`config.mk`:
```
export PLATFORM = sky130hd
export DESIGN_NAME = rd_fwft_stage
export DESIGN_NICKNAME = d
export VERILOG_FILES = /design/src/rtl/async_fifo_pkg.sv /design/src/rtl/rd_skid_buf.sv /design/src/rtl/rd_fwft_stage.sv
export SDC_FILE = /design/constraint.sdc
export NUM_CORES = 1
export LEC_CHECK = 0
export ABC_AREA = 1
export CORE_MARGIN = 4
export CORE_UTILIZATION = 47
export CTS_BUF_LIST = sky130_fd_sc_hd__clkbuf_4
export CTS_CLUSTER_DIAMETER = 200
export CTS_CLUSTER_SIZE = 10
export DETAILED_ROUTE_END_ITERATION = 16
export PLACE_DENSITY = 0.82
export SLEW_MARGIN = 20
export SYNTH_ARGS = -nofsm -noshare
export SYNTH_HDL_FRONTEND = slang
export SYNTH_HIERARCHICAL = 1
export SYNTH_SLANG_ARGS = --single-unit
```
`constraint.sdc`:
```
create_clock -name r_clk -period 1.46 [get_ports r_clk]
set_clock_uncertainty 0.1 [all_clocks]
set_input_delay 0.146 -clock r_clk [delete_from_list [all_inputs] [get_ports r_clk]]
set_output_delay 0.146 -clock r_clk [all_outputs]
set_load 0.005 [all_outputs]
```
`src/rtl/async_fifo_pkg.sv`:
```
// Shared types and constants for the async FIFO blocks (read side, write side, pointers).
package async_fifo_pkg;
  localparam int D_SIZE_DFLT = 8;
  localparam int A_SIZE_DFLT = 8;
  localparam int FWFT_DEPTH  = 2;

  typedef logic [1:0] fwft_cnt_t;
endpackage

```
`src/rtl/rd_skid_buf.sv`:
```
// Two-entry oldest-first holding buffer for the read-side FWFT stage; entry0 is the head.
module rd_skid_buf
  import async_fifo_pkg::*;
#(
  parameter int D_SIZE = D_SIZE_DFLT
) (
  input  logic              r_clk,
  input  logic              r_rst,
  input  logic              push,
  input  logic [D_SIZE-1:0] push_data,
  input  logic              pop,
  output fwft_cnt_t         count,
  output logic [D_SIZE-1:0] head
);
  logic [D_SIZE-1:0] entry0_reg, entry0_next;
  logic [D_SIZE-1:0] entry1_reg, entry1_next;
  fwft_cnt_t         cnt_reg, cnt_next, cnt_after_pop;
  logic              pop_eff;

  always_comb begin
    pop_eff       = pop & (cnt_reg != 2'd0);
    cnt_after_pop = cnt_reg - {1'b0, pop_eff};
    entry0_next   = entry0_reg;
    entry1_next   = entry1_reg;
    if (pop_eff) entry0_next = entry1_reg;
    // An incoming word lands at the head when the pop just drained the buffer.
    if (push) begin
      if (cnt_after_pop == 2'd0) entry0_next = push_data;
      else                       entry1_next = push_data;
    end
    cnt_next = cnt_after_pop + {1'b0, push};
  end

  always_ff @(posedge r_clk or posedge r_rst) begin
    if (r_rst) begin
      entry0_reg <= '0;
      entry1_reg <= '0;
      cnt_reg    <= '0;
    end else begin
      entry0_reg <= entry0_next;
      entry1_reg <= entry1_next;
      cnt_reg    <= cnt_next;
    end
  end

  assign count = cnt_reg;
  assign head  = entry0_reg;

  a_no_overflow: assert property (@(posedge r_clk) disable iff (r_rst)
    !(push && (cnt_after_pop == fwft_cnt_t'(FWFT_DEPTH))));
endmodule

```
`src/rtl/rd_fwft_stage.sv`:
```
// Read-side FWFT output stage: issues r_inc against rempty, captures registered RAM data, presents valid/ready.
module rd_fwft_stage
  import async_fifo_pkg::*;
#(
  parameter int D_SIZE = D_SIZE_DFLT,
  parameter int A_SIZE = A_SIZE_DFLT
) (
  input  logic              r_clk,
  input  logic              r_rst,
  input  logic              rempty,
  output logic              r_inc,
  input  logic [D_SIZE-1:0] rdata,
  output logic              m_valid,
  output logic [D_SIZE-1:0] m_data,
  input  logic              m_ready,
  output logic [1:0]        m_count,
  output logic [A_SIZE:0]   rd_total
);
  logic            rempty_q_reg;
  logic            pending_reg;
  logic [A_SIZE:0] rd_total_reg;
  fwft_cnt_t       cnt;
  logic [2:0]      occ;
  logic            pop;

  assign m_valid = (cnt != 2'd0);
  assign pop     = m_valid & m_ready;
  assign occ     = {1'b0, cnt} + {2'b0, pending_reg};

  // m_ready feeds r_inc combinationally so a full buffer can refill in the same cycle it drains.
  assign r_inc = !r_rst && !rempty && !rempty_q_reg &&
                 ((occ <= 3'd1) || ((occ == 3'd2) && pop));

  always_ff @(posedge r_clk or posedge r_rst) begin
    if (r_rst) begin
      rempty_q_reg <= 1'b1;
      pending_reg  <= 1'b0;
      rd_total_reg <= '0;
    end else begin
      rempty_q_reg <= rempty;
      pending_reg  <= r_inc;
      if (pop) rd_total_reg <= rd_total_reg + 1'b1;
    end
  end

  rd_skid_buf #(.D_SIZE(D_SIZE)) u_skid (
    .r_clk     (r_clk),
    .r_rst     (r_rst),
    .push      (pending_reg),
    .push_data (rdata),
    .pop       (pop),
    .count     (cnt),
    .head      (m_data)
  );

  assign m_count  = cnt;
  assign rd_total = rd_total_reg;

  a_no_inc_empty: assert property (@(posedge r_clk) disable iff (r_rst) !(r_inc && rempty));
  a_no_inc_after_empty: assert property (@(posedge r_clk) disable iff (r_rst) rempty |=> !r_inc);
  a_occ_bound: assert property (@(posedge r_clk) disable iff (r_rst) occ <= 3'd2);
  a_data_stable: assert property (@(posedge r_clk) disable iff (r_rst)
    (m_valid && !m_ready) |=> $stable(m_data));
endmodule

```
After elaboration in Yosys (flattened, before gate mapping)
Cells that the tools add are included.
Operators by class
  muxes and demuxes: 3
  add/sub/neg operators: 4
  shift-type cells: 0
  magnitude comparators: 1
  reduce and logical (&&, ||, !) cells: 11
  div/mod/pow operators: 0
  eq/ne operators: 1
  multiply operators: 0
  bitwise operators: 3
Operators with widths (number)
  8-bit 2-to-1 mux: 3
  9-bit by 1-bit adder with 9-bit output (second input constant): 1
  1-bit logical AND: 4
  2-bit by 1-bit adder with 3-bit output: 1
  3-bit by 2-bit == test with 1-bit output (second input constant): 1
  3-bit by 1-bit <= comparator with 1-bit output (second input constant): 1
  1-bit logical NOT: 3
  2-bit by 1-bit adder with 2-bit output: 1
  1-bit bitwise AND: 2
  2-bit logical NOT: 1
  2-bit AND reduction: 1
  2-bit nonzero test: 1
  2-bit by 1-bit subtractor with 2-bit output: 1
  1-bit logical OR: 1
  1-bit NOT: 1
Storage, ports and cells
  bits in registers: 29
  output and inout bits: 21
  word-level logic and storage cells: 29
  bits in latches: 0
  bits of input ports: 12
  memories kept: 0
  RAM bits: 0
  bits in read-only memories: 0

Depth between registers and ports, before layout
Gate-level depths: netlist of run 1.
  word-level depth: 7
  mapped depth: 8
  mapped depth without buffers: 8

By module
The synthesis of run 1 kept the hierarchy.
Modules (own cells, without submodules)
  rd_skid_buf: cells each 116, area each 917.1 um^2, instances 1, seq. area each 450.4 um^2
  rd_fwft_stage: cells each 77, area each 644.4 um^2, instances 1, seq. area each 276.5 um^2

Least setup slack after synthesis of run 1
No wires, ideal clock.
  path type: reg-to-reg
  start: register u_skid.cnt_reg[1] (netlist: u_skid/count[1])
  end: register u_skid.cnt_reg[1] (netlist: u_skid/count[1])
  clock period less this slack: 1.627 ns
  setup time: 0.123 ns
  cell stages (with the launch flop): 8
  setup slack: -0.167 ns
  path buffers: 1
  required time: 1.237 ns
  arrival: 1.404 ns
  path through: dfrtp_1 nor2_2 nor2_8 buf_4 nand3_1 nand2_1 ha_1 xnor2_1
On the way
  cells in the longest elaborated chain, start to end: 5
Ends and longest elaborated chain
  from (decl): line rd_skid_buf.sv:17  | fwft_cnt_t cnt_reg, cnt_next, cnt_after_pop;
  from (signal assigned): line rd_skid_buf.sv:42  | cnt_reg <= cnt_next;
  2-bit nonzero test: line rd_fwft_stage.sv:26  | assign m_valid = (cnt != 2'd0);
  1-bit bitwise AND: line rd_fwft_stage.sv:27  | assign pop = m_valid & m_ready;
  named net pop: line rd_fwft_stage.sv:24  | logic pop;
  1-bit bitwise AND: line rd_skid_buf.sv:21  | pop_eff = pop & (cnt_reg != 2'd0);
  2-bit by 1-bit subtractor with 2-bit output: line rd_skid_buf.sv:22  | cnt_after_pop = cnt_reg - {1'b0, pop_eff};
  2-bit by 1-bit adder with 2-bit output: line rd_skid_buf.sv:31  | cnt_next = cnt_after_pop + {1'b0, push};
  named net u_skid.cnt_next[1]: line rd_skid_buf.sv:17
The timed path passes the listed nets, and every way through them passes these cells.
A chain may end at the register's enable or synchronous reset.

Final worst setup path of run 1
  start: register pending_reg
  end: output r_inc
On the way
  cells in the longest elaborated chain, start to end: 5
  elaborated cells on any way between the ends: 6
  those cells by class: add/sub (1); order compare (1); eq/ne (1); reduce/logical (3)
Ends and longest elaborated chain
  from (decl): line rd_fwft_stage.sv:20  | logic pending_reg;
  from (signal assigned): line rd_fwft_stage.sv:41  | pending_reg <= r_inc;
  2-bit by 1-bit adder with 3-bit output *: line rd_fwft_stage.sv:28  | assign occ = {1'b0, cnt} + {2'b0, pending_reg};
  branches (longest 2 deep; another with 3-bit by 1-bit <= comparator with 1-bit output)
  1-bit logical OR *: line rd_fwft_stage.sv:32  | ((occ <= 3'd1) || ((occ == 3'd2) && pop));
  1-bit logical AND *: line rd_fwft_stage.sv:31  | assign r_inc = !r_rst && !rempty && !rempty_q_reg &&
  to (decl): line rd_fwft_stage.sv:11  | output logic r_inc,
Every way passes the cells marked *.

==> results by group, run 1 <==
Timing
  – Post-route setup slack: -0.4433 ns
  – Tightest Pin Transition: roughly 0.44 ns
  – Fin crit period: between 1.5 and 2 ns
  – Final Hold Fails: 0
  – Worst rel slew slack: a little under three quarters
  – Achievable clock frequency: roughly 530 MHz
  – Slew Viols, Final: 0
  – Final TNS setup: -4.928 ns
  – Final setup vio count: 27
  – Tcrit/Tclk final: 130.4%
  – Hold Slack: 0.1591 ns
  – Setup repair after global routing missed its margin: true

Synthesis
  – Syn Inst Count: between 150 and 200
  – Asr flop ratio synth: 100.0%
  – Avg Cell Area, Syn: 8.091 um2
  – Ys Warns: 6
  – Yosys cell types: 23
  – Seq/Total Area, Yosys: around 47%
  – Syn nets: between 200 and 250
  – Synth Flop Type: dfrtp_1
  – Number of synthesized flops with an enable pin: 0
  – Synth Cell Area: roughly 1600 um2
  – Seq cells post-synth: 29

Detailed routing
  – Via count: approximately 1,600
  – Routed wire length: around 4.5 mm
  – Drt wl/cell: 14.78 um
  – DRT iter0 DRCs: 83
  – Final ANT Viol Nets: 0
  – Pre-antenna DRT Iters: 4
  – DRC: 0
  – DR vias/cell: 5.078

Critical path
  – Worst reg2reg path depth: 12
  – R2R Path Start: u_skid/count[0]
  – Slowest CP cell: dfrtp_1
  – Buf/Inv on CP: 3
  – CP Launch Type: flip-flop
  – R2R setup slack: -0.23 ns
  – Max FO, Critical Path: 2
  – Critical path class: flip-flop to output pin
  – CP arrival: 1.66 ns
  – Worst Path Required: between 1 and 1.5 ns
  – Crit path cell chain: ha_4 -> inv_4 -> buf_4 -> ha_4 -> nand2_1 -> nand2_1 -> o21a_1 -> buf_2
  – R2R Path End: u_skid/entry1_reg[0]
  – CP endpoint kind: output pin
  – Slowest stage delay, CP: 0.41 ns
  – Critical path's top delay family: flip-flops

Hold path
  – Worst hold path depth: 1
  – Worst Hold End: rempty_q_reg
  – Hold WC Path Type: primary input to flip-flop
  – Worst hold start: rempty

Floorplan
  – Die footprint: roughly 4300 um2
  – Die width: roughly 66 um
  – Core area: approximately 3100 um2
  – Std-Cell Rows: 20
  – I/O pins: 33
  – Die Ht: approximately 66 um
  – Starting Density: about 50%

Final layout
  – N_diodes: 0
  – Number of flip-flops in the largest register: 9
  – Final #Nets: 280
  – Non-filler cells, final: 307
  – Layout cell share with drive strength beyond 1: between 30% and 40%
  – Fillers: roughly 180
  – P&R area growth vs syn: 60.82%

GRT
  – Initial antenna violation count: 0
  – Met2 GRT Util: 32.29%
  – GRT met1 Usage: around 22%
  – Grt ovf: 0
  – Vias in the first global route: approximately 1,400
  – Most used routing layer in global routing: met2
  – Met3 Usage GRT: 5.128%
  – GRT Util Overall: 19.12%
  – Largest net degree at the start of global routing: 19
  – First-pass GRT wire length: a little over 6 mm

Place
  – Cells after DPL: 280
  – Final HPWL DP: between 2 and 3 mm
  – GPL Wtd Cong: just over 0.8
  – Port bufs: 32
  – Dpl ws: -0.4553 ns

Power and ir drop
  – VDD IR max: 0.001379 V
  – Pleak: between 1 and 1.5 nW
  – Power density over the cells: 1919 nW/um2

Clock network
  – Htree depth: 2
  – Clock Path Buffers: 2
  – Hold buffer count at CTS: 0
  – Clock latency on the worst-skew pair: between 0.3 and 0.4 ns
  – CTS tree: yes
  – Sink Count: 29
  – Root buffer cell: clkbuf_4
  – Clock-pin slew on the worst setup and hold paths: approximately 0.09 ns
  – CTS Buf Count: 5

Job
  – Max_cap viols: 0

Status
  – Failing checks: negative setup slack
  – Outcome: finished, violations left
-- cell families after synthesis --
logic type	count (synthesis)	synth area share (%)
AND/OR/NAND/NOR	113	34.69
XOR/XNOR	5	2.805
buffers and inverters	37	9.536
adder cells (fa/ha/maj)	6	4.808
flip-flops	29	46.55
AO/OA/AOI/OAI	3	1.603
-- worst max-delay path by stage --
stage	start	end	slack [ns]	cells after the start
floorplan	u_skid/count[0]	u_skid/count[1]	-0.02	7
global placement	u_skid/count[0]	r_inc	-0.41	8
detailed placement	u_skid/count[0]	r_inc	-0.46	8
CTS	u_skid/count[0]	r_inc	-0.44	8
global route	u_skid/count[0]	r_inc	-0.52	7
finish	pending_reg	r_inc	-0.44	8
-- per-layer routing --
| layer | share of wire, % | vias to the layer above |
|---|---|---|
| met5 | 0 | - |
| met4 | 4.0 | 0 |
| met3 | 5.2 | 24 |
| met2 | 52 | 63 |
| met1 | 38 | 730 |
| li1 | - | 742 |
-- cell type report --
class                           instances  area (um2)  share of cell area (%)
Clock inverter                          2       33.78                   1.345
Sequential cell                        29       730.7                   29.10
Inverter                               35       136.4                   5.431
Clock buffer                            6       45.04                   1.794
Multi-Input combinational cell        128       897.1                   35.72
Timing Repair Buffer                   63       613.1                   24.41
Tap cell                               44       55.05                   2.192
-- placed cells by master, fill, tap and decap left out, types with 3 or more instances in the layout --
| cell type | n |
|---|---|
| clkbuf_4 | 6 |
| nand2_1 | 52 |
| dlygate4sd2_1 | 8 |
| nand2_4 | 6 |
| dlymetal6s2s_1 | 11 |
| nand2_2 | 11 |
| nand3_2 | 7 |
| dfrtp_1 | 25 |
| buf_4 | 24 |
| nand3_1 | 21 |
| inv_1 | 29 |
| ha_4 | 4 |
| inv_2 | 4 |
| clkdlybuf4s50_1 | 11 |
| nor2_1 | 3 |
| buf_6 | 4 |
| dfrtp_2 | 3 |
-- timing repair --
| action | in CTS | in global routing |
|---|---|---|
| cloned | 0 | 2 |
| gates resized for setup | 21 | 51 |
| endpoints found under the setup margin | 37 | 38 |
| setup buffers | 12 | 6 |
| pin swaps | 4 | 17 |
-- power breakdown --
part / total, mW / internal (mW) / switching (mW)
Sequential: 1.32 / 1.13 / 0.193
Clock: 0.655 / 0.375 / 0.280
Combinational: 2.84 / 1.38 / 1.46
-- cell usage after synthesis (3+ instances only) --
master,number,share of area (%)
inv_1,32,7.7
nand2_4,3,2.2
xnor2_1,3,1.7
dfrtp_1,28,45
nor2_1,4,0.96
ha_1,6,4.8
nand2_1,66,16
nand3_1,29,9.3
-- metrics by stage --
step	instance area [um2]	total power, mW	util [%]
after floorplan	1603	2.472	-
after global placement	2069	3.291	66.16
after detailed placement	2069	3.384	66.16
after CTS	2258	4.245	72.20
after global routing	2511	5.147	80.28
final	2511	4.819	80.28
Power figures use the tool's default switching activity.
==> run 2: changes to the inputs <==
TNS_END_PERCENT = 30   (was not set)
==> results by group, run 2 (synthesized netlist as in run 1, its figures left out) <==
Timing
  – Final setup vio count: 27 (unchanged)
  – Final Hold Fails: 0 (unchanged)
  – Tcrit/Tclk final: 128.3% (-2.1 points)
  – Fin crit period: 1.873 ns (-0.03001 ns)
  – Worst rel slew slack: 70.41% (-0.55 points)
  – Achievable clock frequency: 533.8 MHz (+1.6%)
  – Hold Slack: 0.1845 ns (+0.02542 ns)
  – Tightest Pin Transition: 0.4434 ns (+0.008268 ns)
  – Slew Viols, Final: 0 (unchanged)
  – Setup repair after global routing missed its margin: true
  – Final TNS setup: -5.346 ns (-0.4189 ns)
  – Post-route setup slack: -0.4133 ns (+0.03001 ns)

Critical path
  – CP endpoint kind: output pin
  – Max FO, Critical Path: 2 (unchanged)
  – CP arrival: 1.63 ns (-0.03 ns)
  – Crit path cell chain: ha_4 -> inv_4 -> buf_4 -> ha_4 -> nand2_1 -> nand2_1 -> o21a_1 -> buf_2
  – Slowest stage delay, CP: 0.41 ns (about the same)
  – CP Launch Type: flip-flop
  – Slowest CP cell: dfrtp_1
  – Critical path class: flip-flop to output pin
  – Worst Path Required: 1.21 ns (about the same)

Hold path
  – Hold WC Path Type: primary input to flip-flop

Place
  – Final HPWL DP: 2.542 mm (unchanged)
  – GPL Wtd Cong: 0.8128 (unchanged)
  – Port bufs: 32 (unchanged)
  – DP Area: 2069 um2 (unchanged)
  – Cells after DPL: 280 (unchanged)

Power and ir drop
  – VDD IR max: 0.001323 V (-4.1%)
  – Power density over the cells: 1882 nW/um2 (-1.9%)
  – Pleak: 1.277 nW (-8.1%)
  – Pwr Total: 4.448 mW (-7.7%)

Clock network
  – Clock latency on the worst-skew pair: 0.33 ns (about the same)
  – CTS Buf Count: 5 (unchanged)
  – Htree depth: 2 (unchanged)
  – Hold buffer count at CTS: 0 (unchanged)
  – CTS tree: yes
  – Sink Count: 29 (unchanged)
  – Clock Path Buffers: 2 (unchanged)
  – Clock-pin slew on the worst setup and hold paths: 0.08 ns (about the same)
  – Root buffer cell: clkbuf_4

GRT
  – Grt ovf: 0 (unchanged)
  – Met3 Usage GRT: 5.470% (+0.34 points)
  – First-pass GRT wire length: 5.968 mm (-3.0%)
  – GRT met1 Usage: 20.87% (-1.2 points)
  – Largest net degree at the start of global routing: 19 (unchanged)
  – Most used routing layer in global routing: met2
  – Met2 GRT Util: 30.91% (-1.4 points)
  – Vias in the first global route: 1,373 (-1.7%)
  – Initial antenna violation count: 0 (unchanged)
  – GRT Util Overall: 18.35% (-0.77 points)

Status
  – Outcome: finished, violations left
  – Failing checks: negative setup slack

Final layout
  – Fillers: 205 (+13%)
  – Most common cell after layout, fill and taps aside: nand2_1
  – Layout cell share with drive strength beyond 1: 29.60% (-5.0 points)
  – Final non-filler cell area: 2364 um2 (-5.9%)
  – Most frequent cells in the layout: nand2_1 (53), inv_1 (29), dfrtp_1 (25), nand3_1 (24), buf_4 (12)
  – N_diodes: 0 (unchanged)
  – Final #Nets: 267 (-4.6%)
  – Non-filler cells, final: 294 (-4.2%)
  – Number of flip-flops in the largest register: 9 (unchanged)
  – P&R area growth vs syn: 51.36%

Detailed routing
  – Final ANT Viol Nets: 0 (unchanged)
  – DR vias/cell: 4.912 (-3.3%)
  – Pre-antenna DRT Iters: 5 (+1)
  – DRC: 0 (unchanged)
  – Drt wl/cell: 13.66 um (-7.6%)
  – DRT iter0 DRCs: 95 (+14%)
  – Via count: 1,444 (-7.4%)
  – Routed wire length: 4.016 mm (-11%)

Floorplan
  – Die Ht: 65.64 um (unchanged)
  – Die footprint: 4309 um2 (unchanged)
  – Std-Cell Rows: 20 (unchanged)
  – I/O pins: 33 (unchanged)
  – Starting Density: 49.92% (unchanged)
  – Core area: 3128 um2 (unchanged)
  – Die width: 65.64 um (unchanged)

Job
  – Max_cap viols: 0 (unchanged)
[run 2: layout make-up]
class,count,area (um2),share of cell area [%]
clock buffer,6,45.04,1.906
clock inverter,2,33.78,1.429
inverter,35,136.4,5.770
multi-input combinational,128,879.6,37.22
sequential,29,730.7,30.92
tap,44,55.05,2.329
timing repair buffer,50,483.0,20.43
[run 2: metal layers]
metal / share of wire, % / vias to the layer above
li1: - / 707
met1: 39 / 655
met2: 52 / 59
met3: 4.8 / 23
met4: 4.4 / 0
met5: 0 / -
[run 2: worst max-delay path, delay by kind of cell (launching register included)]
family / cells / cell delay (ns)
DFF: 1 / 0.41
adders and majority gates: 2 / 0.32
buffers and inverters: 3 / 0.29
AOI/OAI and AO/OA: 1 / 0.17
and+or+nand+nor: 2 / 0.11
[run 2: final timing paths]
kind / slack [ns] / from / endpoint / cells after the start
max: -0.41 / pending_reg / r_inc / 8
min: 0.18 / rempty / rempty_q_reg / 1
max reg2reg: -0.29 / u_skid/count[0] / u_skid/entry1_reg[4] / 12
min reg2reg: 0.39 / u_skid/entry1_reg[7] / u_skid/entry1_reg[7] / 2
max in group asynchronous: 0.71 / r_rst / rempty_q_reg / 3
min in group asynchronous: 0.19 / r_rst / rd_total[4] / 3
[run 2: repair_timing]
action                                  CTS  global route
setup buffers                             4             2
gates cloned                              0             1
endpoints found under the setup margin   37            35
pin swaps                                 4            12
resized for setup                        22            45
hold endpoints to repair                  0             0
[run 2: where the power goes]
| group | internal [mW] | switching (mW) | leakage, nW |
|---|---|---|---|
| sequential | 1.13 | 0.252 | 0.349 |
| clock | 0.375 | 0.274 | 0.0433 |
| combinational | 1.14 | 1.28 | 0.885 |
[run 2: metrics by stage]
step	setup slack [ns]	util [%]
after floorplan	-0.01563	-
after global placement	-0.4076	66.16
after detailed placement	-0.4553	66.16
after CTS	-0.4372	69.68
after global routing	-0.5068	75.56
final	-0.4133	75.56
